## config.mk

```make
export PLATFORM = sky130hd
export DESIGN_NAME = mips16_mc_control
export DESIGN_NICKNAME = d
export VERILOG_FILES = /design/src/rtl/mips16_mc_control.sv
export SDC_FILE = /design/constraint.sdc
export NUM_CORES = 1
export LEC_CHECK = 0
export ABC_CLOCK_PERIOD_IN_PS = 2000
export BUFFER_PORTS_ARGS = -buffer_cell sky130_fd_sc_hd__buf_2
export CORE_MARGIN = 10
export CORE_UTILIZATION = 51
export DETAILED_ROUTE_END_ITERATION = 10
export PLACE_DENSITY_LB_ADDON = 0.15
export SLEW_MARGIN = 20
export SYNTH_ARGS = -nofsm -noshare
export SYNTH_HDL_FRONTEND = slang
export SYNTH_SLANG_ARGS = --single-unit
```

## constraint.sdc

```tcl
create_clock -name clk -period 2 [get_ports clk]
set_input_delay 0.4 -clock clk [delete_from_list [all_inputs] [get_ports clk]]
set_output_delay 0.4 -clock clk [all_outputs]
set_load 0.1 [all_outputs]
```

## src/rtl/mips16_mc_control.sv

```systemverilog
//------------------------------------------------------------------------------
// Module      : mips16_mc_control
// Description : Multi-cycle control FSM for a 16-bit MIPS-like core. The
//               FETCH/DECODE/EXEC/MEM/WB/HALT sequencer drives the datapath
//               enables and mux selects. A per-request wait counter stops a
//               hung memory from locking up the core, and an optional counter
//               tracks retired instructions.
// Revision    : 1.0 - initial release
//
// Configuration macro:
//   MIPS16_MC_RETIRE_CNT_EN - when defined, instr_count counts retired
//                             instructions. When undefined, the counter logic
//                             is absent and instr_count is tied to 0.
//
// Ports:
//   clk          in   1  rising-edge clock
//   reset        in   1  synchronous active-low reset
//   opcode       in   3  instr[15:13] from the instruction register
//   zero         in   1  ALU zero flag (selects the beq branch)
//   mem_ack      in   1  memory completion strobe, used in FETCH/MEM only
//   state        out  3  FETCH=0 DECODE=1 EXEC=2 MEM=3 WB=4 HALT=7
//   pc_we        out  1  program counter write enable
//   ir_we        out  1  instruction register write enable
//   reg_we       out  1  register file write enable
//   pc_src       out  2  00 pc+2, 01 branch target, 10 jump target
//   reg_dst      out  2  00 rt, 01 rd, 10 r7
//   mem_to_reg   out  2  00 ALU, 01 memory, 10 pc
//   alu_src      out  1  0 register, 1 immediate
//   alu_op       out  2  00 add, 01 sub, 10 funct, 11 slt
//   mem_req      out  1  memory request
//   mem_we       out  1  memory write
//   mem_sel      out  1  0 instruction, 1 data
//   bus_err      out  1  sticky memory-timeout flag
//   instr_count  out 16  retired-instruction count
//------------------------------------------------------------------------------
`default_nettype none

module mips16_mc_control #(
  parameter int unsigned ACK_TIMEOUT = 15
) (
  input  logic        clk,
  input  logic        reset,
  input  logic [2:0]  opcode,
  input  logic        zero,
  input  logic        mem_ack,
  output logic [2:0]  state,
  output logic        pc_we,
  output logic        ir_we,
  output logic        reg_we,
  output logic [1:0]  pc_src,
  output logic [1:0]  reg_dst,
  output logic [1:0]  mem_to_reg,
  output logic        alu_src,
  output logic [1:0]  alu_op,
  output logic        mem_req,
  output logic        mem_we,
  output logic        mem_sel,
  output logic        bus_err,
  output logic [15:0] instr_count
);

  localparam logic [2:0] c_FETCH  = 3'd0;
  localparam logic [2:0] c_DECODE = 3'd1;
  localparam logic [2:0] c_EXEC   = 3'd2;
  localparam logic [2:0] c_MEM    = 3'd3;
  localparam logic [2:0] c_WB     = 3'd4;
  localparam logic [2:0] c_HALT   = 3'd7;

  localparam logic [2:0] c_OP_R    = 3'b000;
  localparam logic [2:0] c_OP_SLTI = 3'b001;
  localparam logic [2:0] c_OP_J    = 3'b010;
  localparam logic [2:0] c_OP_JAL  = 3'b011;
  localparam logic [2:0] c_OP_LW   = 3'b100;
  localparam logic [2:0] c_OP_SW   = 3'b101;
  localparam logic [2:0] c_OP_BEQ  = 3'b110;
  localparam logic [2:0] c_OP_ADDI = 3'b111;

  localparam logic [7:0] c_TIMEOUT = 8'(ACK_TIMEOUT);

  logic [2:0] state_q, state_d;
  logic [2:0] op_q, op_d;
  logic [7:0] wait_q, wait_d;
  logic       bus_err_q, bus_err_d;

  // State register
  always_ff @(posedge clk) begin
    if (!reset) begin
      state_q   <= c_FETCH;
      op_q      <= 3'b000;
      wait_q    <= 8'd0;
      bus_err_q <= 1'b0;
    end else begin
      state_q   <= state_d;
      op_q      <= op_d;
      wait_q    <= wait_d;
      bus_err_q <= bus_err_d;
    end
  end

  // Next-state logic. The wait counter only advances while a FETCH/MEM
  // request stays pending, so every other path leaves it at zero. That
  // clears it on entry to FETCH or MEM.
  always_comb begin
    state_d   = state_q;
    op_d      = op_q;
    wait_d    = 8'd0;
    bus_err_d = bus_err_q;
    case (state_q)
      c_FETCH: begin
        if (mem_ack) begin
          state_d = c_DECODE;
        end else if (wait_q == c_TIMEOUT) begin
          state_d   = c_HALT;
          bus_err_d = 1'b1;
        end else begin
          wait_d = wait_q + 8'd1;
        end
      end
      c_DECODE: begin
        op_d    = opcode;
        state_d = c_EXEC;
      end
      c_EXEC: begin
        case (op_q)
          c_OP_R, c_OP_SLTI, c_OP_ADDI: state_d = c_WB;
          c_OP_LW, c_OP_SW:             state_d = c_MEM;
          default:                      state_d = c_FETCH;
        endcase
      end
      c_MEM: begin
        if (mem_ack) begin
          state_d = (op_q == c_OP_SW) ? c_FETCH : c_WB;
        end else if (wait_q == c_TIMEOUT) begin
          state_d   = c_HALT;
          bus_err_d = 1'b1;
        end else begin
          wait_d = wait_q + 8'd1;
        end
      end
      c_WB:    state_d = c_FETCH;
      c_HALT:  state_d = c_HALT;
      default: state_d = c_FETCH;
    endcase
  end

  // Output decode
  always_comb begin
    pc_we      = 1'b0;
    ir_we      = 1'b0;
    reg_we     = 1'b0;
    pc_src     = 2'b00;
    reg_dst    = 2'b00;
    mem_to_reg = 2'b00;
    alu_src    = 1'b0;
    alu_op     = 2'b00;
    mem_req    = 1'b0;
    mem_we     = 1'b0;
    mem_sel    = 1'b0;

    // ALU controls are held for the whole EXEC..WB span of an instruction
    if ((state_q == c_EXEC) || (state_q == c_MEM) || (state_q == c_WB)) begin
      case (op_q)
        c_OP_R:    alu_op = 2'b10;
        c_OP_SLTI: alu_op = 2'b11;
        c_OP_BEQ:  alu_op = 2'b01;
        default:   alu_op = 2'b00;
      endcase
      alu_src = (op_q == c_OP_SLTI) || (op_q == c_OP_ADDI) ||
                (op_q == c_OP_LW)   || (op_q == c_OP_SW);
    end

    case (state_q)
      c_FETCH: begin
        mem_req = 1'b1;
        if (mem_ack) begin
          ir_we = 1'b1;
          pc_we = 1'b1;
        end
      end
      c_EXEC: begin
        case (op_q)
          c_OP_BEQ: begin
            pc_src = 2'b01;
            pc_we  = zero;
          end
          c_OP_J: begin
            pc_src = 2'b10;
            pc_we  = 1'b1;
          end
          c_OP_JAL: begin
            pc_src     = 2'b10;
            pc_we      = 1'b1;
            reg_we     = 1'b1;
            reg_dst    = 2'b10;
            mem_to_reg = 2'b10;
          end
          default: ;
        endcase
      end
      c_MEM: begin
        mem_req = 1'b1;
        mem_sel = 1'b1;
        mem_we  = (op_q == c_OP_SW);
      end
      c_WB: begin
        reg_we     = 1'b1;
        reg_dst    = (op_q == c_OP_R)  ? 2'b01 : 2'b00;
        mem_to_reg = (op_q == c_OP_LW) ? 2'b01 : 2'b00;
      end
      default: ;
    endcase

    // While reset is held low, nothing may be written or requested, even
    // in the cycle before the reset edge.
    if (!reset) begin
      pc_we   = 1'b0;
      ir_we   = 1'b0;
      reg_we  = 1'b0;
      mem_req = 1'b0;
      mem_we  = 1'b0;
      mem_sel = 1'b0;
    end
  end

  assign state   = state_q;
  assign bus_err = bus_err_q;

`ifdef MIPS16_MC_RETIRE_CNT_EN
  logic [15:0] retire_q;
  logic        w_retire;

  // An instruction retires when control returns to FETCH from its last stage
  assign w_retire = (state_d == c_FETCH) &&
                    ((state_q == c_EXEC) || (state_q == c_MEM) || (state_q == c_WB));

  always_ff @(posedge clk) begin
    if (!reset) begin
      retire_q <= 16'h0000;
    end else if (w_retire) begin
      retire_q <= retire_q + 16'h0001;
    end
  end

  assign instr_count = retire_q;
`else
  assign instr_count = 16'h0000;
`endif

endmodule

`default_nettype wire

```

Yosys cells after proc, flatten, opt, wreduce, memory -nomap -nowiden --
Cells that the tools add are included.
Storage, ports and cells: output and inout port bits 35, register bits after elaboration 15
Operators by class: eq/ne operators 13, multiplexer cells 31, $add $sub $neg 1, reductions and logical operators 13, bitwise gates (word level) 3
Operators by type and width (count):
- 3-bit equality test, second input constant | 6
- 1-bit 2-to-1 mux | 15
- 3-bit case mux with 5 select lines | 1
- 3-bit by 2-bit equality test with 1-bit output, second input constant | 4
- 3-bit 2-to-1 mux | 4
- 2-bit case mux with 2 select lines | 3
- 8-bit by 1-bit adder with 8-bit output, second input constant | 1
- 8-bit by 4-bit equality test with 1-bit output, second input constant | 1
- 3-bit by 1-bit equality test with 1-bit output, second input constant | 2
- 3-bit logical NOT | 2
- 2-bit 2-to-1 mux | 3
- 1-bit case mux with 2 select lines | 3
- 2-bit case mux with 3 select lines | 1
- 3-bit case mux with 2 select lines | 1
- 2-bit OR reduction | 3
- 1-bit logical OR | 5
- 4-bit OR reduction | 1
- 1-bit inverter | 3
- 3-bit AND reduction | 1
- 3-bit OR reduction | 1

Depth between registers and ports, before layout --
Gate-level depths: netlist (run 1).
depth after elaboration 5, mapped depth 5

Worst setup path before layout (run 1) --
Ideal clock, no wire load.
path type reg2out, start point register state_q[1] (netlist: state[1]), end point output pc_src[0], cell stages (with the launch flop) 3, path slack -2.910 ns, arrival 4.510 ns, cells stage by stage dfxtp_1 > nor2b_1 > nor4b_1
On the way: word-level cells in the longest chain between the ends 2
RTL lines:
- from (decl) | RTL line 80 | logic [2:0] state_q, state_d;
- from (signal assigned) | RTL line 88 | state_q <= c_FETCH;
- from (signal assigned) | RTL line 93 | state_q <= state_d;
- 3-bit by 2-bit equality test with 1-bit output | RTL line 172 | case (state_q)
- 2-bit 2-to-1 mux | RTL line 172
- to (decl) | RTL line 50 | output logic [1:0] pc_src,
Every way passes these cells.

Worst setup path after layout (run 1) --
start point register state_q[0] (netlist: state[0]), end point output alu_src
On the way: word-level cells in the longest chain between the ends 4
RTL lines:
- 3-bit by 2-bit equality test with 1-bit output | RTL line 161 | if ((state_q == c_EXEC) || (state_q == c_MEM) || (state_q == c_WB)) begin
- 1-bit logical OR | RTL line 161
- 1-bit logical OR (*) | RTL line 161
- 1-bit 2-to-1 mux (*) | RTL line 161
- to (decl) | RTL line 53 | output logic alu_src,
Every way passes the cells marked *; elsewhere a longest branch is shown, timed or not.

==> flow_summary.yaml, run 1 <==
die:
  initial_utilization_pct: 53.2
  rows: 16
  die_area_mm2: 0.00422
  die_w_um: 65.0
  ios: 42
  core_area_mm2: 0.00194
  die_y_um: 65.0
sta:
  hold_viol: 0
  fin_ws_ns: 0.00822
  rsz0062_at_grt: "true"
  setup-violations-final: 0
  finalCritPeriodShare_pct: 99.6
  period_needed_ns: 1.99
  clock-skew-final_ns: 0.00361
  fmax_mhz: 502
  slew_viol_final: 0
worst_setup_path:
  endpoint_kind: "output pin"
  cp_max_fo: 12
  start_kind: "flop"
  crit_arrival_ns: 1.59
  path_class: "flop to output pin"
  critPathRequiredTime_ns: 1.60
  cp-startpoint: "state[0]"
  r2r-start: "wait_q[0]"
power:
  pwr_density_cell_mw_per_mm2: 1330
  irDropWorstVdd_mv: 1.12
  leakage_nw: 0.601
clocking:
  cts_buffers: 3
  ctsLongestPathBuffers: 2
  cts_tree: "built"
  worstSkewPairLatency_ns: 0.29
  clockRootBuffer: "clkbuf_4"
  hold_buffers: 0
  htreeDepth: 1
  cts.sinks: 15
  clk_pin_slew_ns: 0.09
route:
  wl_per_cell_um: 15.2
  num_vias: 956
  totalWireLength_um: 2790
  ant_nets: 0
  drc: 0
  vias_per_cell: 5.20
  dr.pass1.iters: 2
  drtIter0Drc: 20
placement:
  hpwlAfterDp_um: 2230
  dp_cells: 177
  port_buffers: 25
  dpl_worst_slack_ns: 0.261
  place_area_mm2: 0.00148
  gp_congestion: 0.890
cells_and_area:
  num-nets-final: 166
  regArea_um2: 314
  fillers: 146
  mostFrequentLayoutCell: "conb_1"
  syn_to_final_growth_pct: 49.2
  layout-drive-gt1-share_pct: 40.8
  multi_input_area_um2: 772
  antennaDiodeCount: 0
  final_cells: 184
  final_cell_mix: "conb_1 (16), buf_12 (14), nor2_1 (11), buf_2 (11), dfxtp_1 (10)"
  design_area_mm2: 0.00154
logic_synthesis:
  synthCells: 131
  ys_seq_area_share_pct: 29.1
  synth_cell_types: 41
  syn_area_per_cell_um2: 7.88
  synth-seq-cells: 15
  synth_warnings: 0
  synth_area_mm2: 0.00103
global_route:
  grt_pass1_vias: 999
  grt_first_pass_wirelength_um: 4740
  grt_max_degree: 17
  grtUsageTotal_pct: 13.8
  grt_overflow: 0
  antenna_found_initial: 0
min_path:
  worstHoldStart: "opcode[1]"
  hp-class: "primary input to flop"
flow_run:
  drv_cap: 0
outcome:
  outcome: "finished, final reports clean"
## repair_timing
item | CTS | global route
endpoints found under the setup margin | 4 | 5
hold endpoints to repair | 0 | 0
setup buffers | 3 | 0
pin swaps | 1 | 0
gates resized for setup | 3 | 1
## worst paths after layout
check,end,slack [ns],cells after the start
min,op_q[1],0.37,3
max reg2reg,wait_q[6],0.50,5
min reg2reg,bus_err,0.45,2
max,alu_src,0.008,4
## routing by layer
layer | wire [µm] | global-route usage [%] | part of all wire [%]
met5 | 0 | 0 | 0
met1 | 1010 | 12.3 | 36
met4 | 36 | 6.95 | 1.3
met3 | 133 | 3.61 | 4.8
met2 | 1610 | 27.5 | 58
## kinds of logic after synthesis
| family | share of synthesized area [%] |
|---|---|
| adder cells (fa/ha/maj) | 1.21 |
| AO/OA/AOI/OAI | 13.1 |
| multiplexers | 2.91 |
| AND/OR/NAND/NOR | 29.9 |
| flip-flops | 29.1 |
| buffers and inverters | 17.5 |
| other | 0.363 |
| XOR/XNOR | 5.94 |
## synth_stat cells (all sizes together)
library cell / n / share of area, %
a2111oi: 1 / 1.5
a211o: 1 / 0.85
a211oi: 1 / 0.73
a21boi: 1 / 0.73
a21o: 1 / 0.73
a21oi: 8 / 3.9
a31oi: 2 / 1.2
and2: 1 / 0.61
and3: 3 / 1.8
and4: 1 / 0.85
buf: 22 / 15
clkbuf: 1 / 0.36
conb: 1 / 0.36
dfxtp: 15 / 29
ha: 1 / 1.2
inv: 5 / 1.8
mux2i: 3 / 2.9
nand2: 9 / 3.5
nand3: 5 / 2.4
nand3b: 2 / 1.8
nor2: 16 / 5.8
nor2b: 7 / 5.2
nor3: 6 / 4.5
nor3b: 1 / 0.73
nor4: 1 / 0.61
nor4b: 1 / 0.85
o211ai: 1 / 0.73
o21ai: 4 / 1.9
o221ai: 1 / 0.85
or2: 1 / 0.61
or3: 1 / 0.61
xnor2: 4 / 3.4
xor2: 3 / 2.5
## flip-flops by register name, indices dropped and copies added (netlist names)
signal	cells
wait_q	8
op_q	3
state	3
bus_err	1
## metrics by stage
stage	TNS [ns]	total power [mW]	utilization, %	hold WS [ns]
6_report	0	2.04	79.3	0.374
5_1_grt	-0.129	2.13	79.3	0.390
4_1_cts	0	2.04	79.1	0.372
3_5_place_dp	0	1.83	76.3	0.434
3_3_place_gp	0	1.80	76.3	0.429
2_1_floorplan	-1.27	1.62	-	0.418
## worst max-delay path, stage by stage, from the launching register on
cell	delay [ns]
dfxtp_4	0.41
inv_1	0.22
a21oi_4	0.10
a2111oi_4	0.34
buf_12	0.22
## report_power, final
part	switching (mW)	internal (mW)
registers	0.119	0.357
clock network	0.0984	0.0777
logic	1.00	0.388
total	1.22	0.823
## area by class of cell
cell class,count,area share (%)
inverters,5,1.38
clock buffers,4,1.71
flip-flops and latches,15,20.4
well taps,27,2.19
repair buffers,30,24.2
multi-input cells,103,50.1
No activity file was read; power rests on OpenSTA's default activity.
==> run 2, diff against run 1 <==
ABC_CLOCK_PERIOD_IN_PS = 1600   (was 2000)
CORE_UTILIZATION = 43   (was 51)
clock period = 1.6 ns   (was 2 ns; I/O delays follow)
==> flow_summary.yaml, run 2 (same netlist as run 1, synthesis figures left out) <==
worst_setup_path:
  crit_buf_inv: 1
  start_kind: "flop"
  path_class: "flop to output pin"
  cp_cell_sequence: "nor2b_4 -> a21oi_1 -> a211oi_4 -> buf_12"
  reg2reg_depth: 7
  critPathRequiredTime_ns: 1.28
  cp_max_fo: 6
  crit_slowest_cell: "dfxtp_4"
  path_delay_family: "flip-flops"
  path_depth: 4
  cpPeakStageDelay_ns: 0.43
  crit_arrival_ns: 1.56
  endpoint_kind: "output pin"
sta:
  slew_viol_final: 0
  fin_ws_ns: -0.280
  period_needed_ns: 1.88
  clock-skew-final_ns: 0.00205
  fmax_mhz: 532
  finalCritPeriodShare_pct: 118
  rsz0062_at_grt: "true"
  hold_viol: 0
  setup-violations-final: 14
  timing.hold.ws_ns: 0.307
die:
  die_w_um: 69.0
  die_y_um: 69.0
  initial_utilization_pct: 45.8
  ios: 42
  die_area_mm2: 0.00476
  core_area_mm2: 0.00225
  rows: 17
power:
  irDropWorstVdd_mv: 1.67
  leakage_nw: 0.792
  pwr_density_cell_mw_per_mm2: 1700
cells_and_area:
  final_cell_mix: "buf_4 (23), buf_12 (19), conb_1 (16)"
  antennaDiodeCount: 0
  fillers: 104
  syn_to_final_growth_pct: 88.1
  design_area_mm2: 0.00194
  mostFrequentLayoutCell: "buf_4"
  largest_reg_flops: 8
  layout-drive-gt1-share_pct: 54.6
  top_register: "wait_q"
  regArea_um2: 323
  num-nets-final: 192
  multi_input_area_um2: 861
clocking:
  worstSkewPairLatency_ns: 0.30
  cts_tree: "built"
  cts_buffers: 3
  clockRootBuffer: "clkbuf_4"
  htreeDepth: 1
  cts.sinks: 15
  ctsLongestPathBuffers: 2
  clk_pin_slew_ns: 0.10
  hold_buffers: 0
route:
  vias_per_cell: 5.72
  dr.pass1.iters: 5
  totalWireLength_um: 4280
  drtIter0Drc: 104
  wl_per_cell_um: 20.3
  drc: 0
  num_vias: 1207
  ant_nets: 0
global_route:
  grt_max_degree: 11
  grt_first_pass_wirelength_um: 5490
  grtUsageTotal_pct: 15.2
  grt_pass1_vias: 1113
  grt_overflow: 0
  antenna_found_initial: 0
  grt_use_met2_pct: 27.2
  use_met1_pct: 16.4
  grt.busiest_layer: "met2"
  grtUsageMet3_pct: 3.54
placement:
  hpwlAfterDp_um: 2550
  port_buffers: 25
  place_area_mm2: 0.00163
  gp_congestion: 0.892
  dpl_worst_slack_ns: -0.0236
min_path:
  hold_depth: 3
  hp-class: "primary input to flop"
outcome:
  violations: "negative setup slack"
  outcome: "finished, violations left"
flow_run:
  drv_cap: 0
run 2: cell count changes in the layout (fill, tap and decap cells not counted), sizes merged:
cell      change
clkinvlp      +1
clkbuf        -1
buf          +26
clkinv        +1
inv           -1
run 2: layer usage:
| metal | vias to the layer above | wire (µm) |
|---|---|---|
| met1 | 553 | 1510 |
| met3 | 26 | 495 |
| met2 | 109 | 2090 |
| met4 | 0 | 182 |
| met5 | - | 0 |
| li1 | 519 | - |
run 2: worst paths after layout:
kind                                start   endpoint  slack [ns]
worst max-delay path             state[1]  alu_op[0]       -0.28
worst min-delay path            opcode[1]    op_q[1]        0.31
worst max register to register   state[1]  wait_q[4]           0
worst min register to register  wait_q[0]  wait_q[0]        0.46
run 2: report_power, final:
part           total [mW]  internal (mW)  switching [mW]
logic                2.48          0.950            1.54
clock network       0.238         0.0934           0.145
registers           0.588          0.451           0.137
total                3.31           1.49            1.82
run 2: worst reg2reg max path, delay by kind of cell (launching register included):
| kind | cells | cell delay, ns |
|---|---|---|
| xor gates and xnor gates | 1 | 0.15 |
| buffers and inverters | 3 | 0.43 |
| DFF | 1 | 0.40 |
| and+or+nand+nor | 3 | 0.55 |
run 2: layout make-up:
type,count,area share (%)
timing repair buffer,56,34.5
inverter,5,1.29
sequential,15,16.6
multi-input combinational,103,44.3
tap,28,1.80
clock inverter,1,0.258
clock buffer,3,1.16
run 2: repair_timing:
action / CTS / global route
buffers inserted: 5 / 12
gates resized for setup: 23 / 17
setup endpoints to repair: 16 / 16
pin swaps: 5 / 9
run 2: per-stage QoR:
| step | utilization (%) | power, mW | instances | TNS [ns] |
|---|---|---|---|---|
| detailed placement | 72.1 | 2.54 | 191 | -0.0236 |
| global placement | 72.1 | 2.49 | 191 | 0 |
| global route | 86.1 | 3.42 | 211 | -3.61 |
| finish | 86.1 | 3.31 | 211 | -2.83 |
| CTS | 78.4 | 2.97 | 199 | -2.17 |
| floorplan | - | 2.02 | 146 | -4.60 |
==> run 3, diff against run 2 <==
PLACE_DENSITY = 0.75   (was not set)
PLACE_DENSITY_LB_ADDON = not set   (was 0.15)
==> flow_summary.yaml, run 3 (same netlist as run 1, synthesis figures left out) <==
worst_setup_path:
  path_delay_family: "simple AND/OR/NAND/NOR gates"
  crit-reg2reg-capture: "state[1]"
  path_class: "flop to output pin"
  endpoint_kind: "output pin"
  start_kind: "flop"
  crit_slowest_cell: "dfxtp_4"
  cpPeakStageDelay_ns: 0.42
  cp-startpoint: "state[1]"
  r2r-start: "op_q[1]"
  cp_cell_sequence: "nor2b_4 -> nand3_2 -> o21ai_2 -> and3_4 -> buf_12"
  reg2reg_depth: 8
  crit_buf_inv: 1
  crit_arrival_ns: 1.52
  cp_max_fo: 7
  rrSetupSlack_ns: 0.01
  critPathRequiredTime_ns: 1.28
cells_and_area:
  antennaDiodeCount: 0
  final_cell_mix: "buf_4 (21), conb_1 (16), buf_12 (16)"
  largest_reg_flops: 8
  fillers: 112
  num-nets-final: 192
  final_util_pct: 85.3
  top_register: "wait_q"
  layout-drive-gt1-share_pct: 56.3
  syn_to_final_growth_pct: 86.4
  mostFrequentLayoutCell: "buf_4"
global_route:
  antenna_found_initial: 0
  grt_pass1_vias: 1175
  grt_max_degree: 10
  grt_first_pass_wirelength_um: 6230
  grtUsageTotal_pct: 17.6
  grt_overflow: 0
flow_run:
  drv_cap: 0
power:
  leakage_nw: 0.781
  irDropWorstVdd_mv: 1.63
  finalPower_mw: 3.36
  pwr_density_cell_mw_per_mm2: 1750
route:
  totalWireLength_um: 4530
  num_vias: 1167
  ant_nets: 0
  drtIter0Drc: 77
  drc: 0
  wl_per_cell_um: 21.5
  vias_per_cell: 5.53
  dr.pass1.iters: 5
clocking:
  cts.sinks: 15
  cts_buffers: 3
  htreeDepth: 1
  ctsLongestPathBuffers: 2
  clk_pin_slew_ns: 0.09
  worstSkewPairLatency_ns: 0.30
  clockRootBuffer: "clkbuf_4"
  cts_tree: "built"
sta:
  setup-violations-final: 15
  fmax_mhz: 543
  rsz0062_at_grt: "true"
  period_needed_ns: 1.84
  fin_ws_ns: -0.242
  slew_viol_final: 0
  finalCritPeriodShare_pct: 115
  hold_viol: 0
  clock-skew-final_ns: 0.00198
die:
  die_area_mm2: 0.00476
  ios: 42
  rows: 17
  die_y_um: 69.0
  initial_utilization_pct: 45.8
  die_w_um: 69.0
  core_area_mm2: 0.00225
placement:
  gp_congestion: 0.779
  port_buffers: 25
  hpwlAfterDp_um: 2480
min_path:
  hp-class: "primary input to flop"
  hold_depth: 3
  worstHoldStart: "opcode[0]"
  min_to: "op_q[0]"
outcome:
  violations: "negative setup slack"
  outcome: "finished, violations left"
[run 3: cell count changes in the layout (fill, tap and decap cells not counted), sizes merged]
| cell | before | now |
|---|---|---|
| clkbuf | 3 | 4 |
| buf | 56 | 55 |
[run 3: cell type report]
type | instances | area (µm²) | area share [%]
flip-flops and latches | 15 | 323 | 16.8
inverters | 5 | 30.0 | 1.56
well taps | 28 | 35.0 | 1.82
repair buffers | 56 | 642 | 33.4
clock buffers | 3 | 22.5 | 1.17
clock inverters | 1 | 5.00 | 0.260
multi-input cells | 103 | 867 | 45.1
[run 3: power by group]
| part | internal, mW | switching [mW] |
|---|---|---|
| clock | 0.0934 | 0.136 |
| combinational | 0.938 | 1.61 |
| sequential | 0.451 | 0.136 |
| total | 1.48 | 1.88 |
[run 3: layer usage]
layer	vias up	global-route usage (%)	wire length, µm	share of wire (%)
li1	517	-	-	-
met1	580	18.1	1620	36
met2	59	30.3	2480	55
met3	11	4.19	302	6.7
met4	0	12.8	123	2.7
met5	-	0	0	0
[run 3: how the worst max path moves through the flow]
stage | to | slack, ns | cells past startpoint
2_1_floorplan | alu_src | -0.61 | 3
5_1_grt | reg_we | -0.31 | 5
3_3_place_gp | reg_we | 0.06 | 5
6_report | reg_we | -0.24 | 5
4_1_cts | reg_we | -0.16 | 5
3_5_place_dp | reg_we | -0.03 | 5
[run 3: stage by stage]
stage          area (µm²)  setup WS (ns)  hold slack, ns  instances  setup TNS [ns]
2_1_floorplan        1280         -0.606           0.418        146           -4.60
3_3_place_gp         1610         0.0603           0.430        191               0
3_5_place_dp         1610        -0.0340           0.448        191         -0.0340
4_1_cts              1850         -0.165           0.284        206           -1.76
5_1_grt              1920         -0.305           0.318        211           -3.13
6_report             1920         -0.242           0.313        211           -2.21
[run 3: tightest hold or removal path: cells and delay by family]
family	cells	cell delay [ns]
simple gates	1	0.11
mux	1	0.07
buf+inv	1	0.07
[run 3: repair_timing]
action / in CTS / in global routing
endpoints found under the setup margin: 15 / 22
pin swaps: 14 / 8
hold buffers: 0 / 0
setup buffers: 11 / 5
hold endpoints to repair: 0 / 0
gates resized for setup: 37 / 7
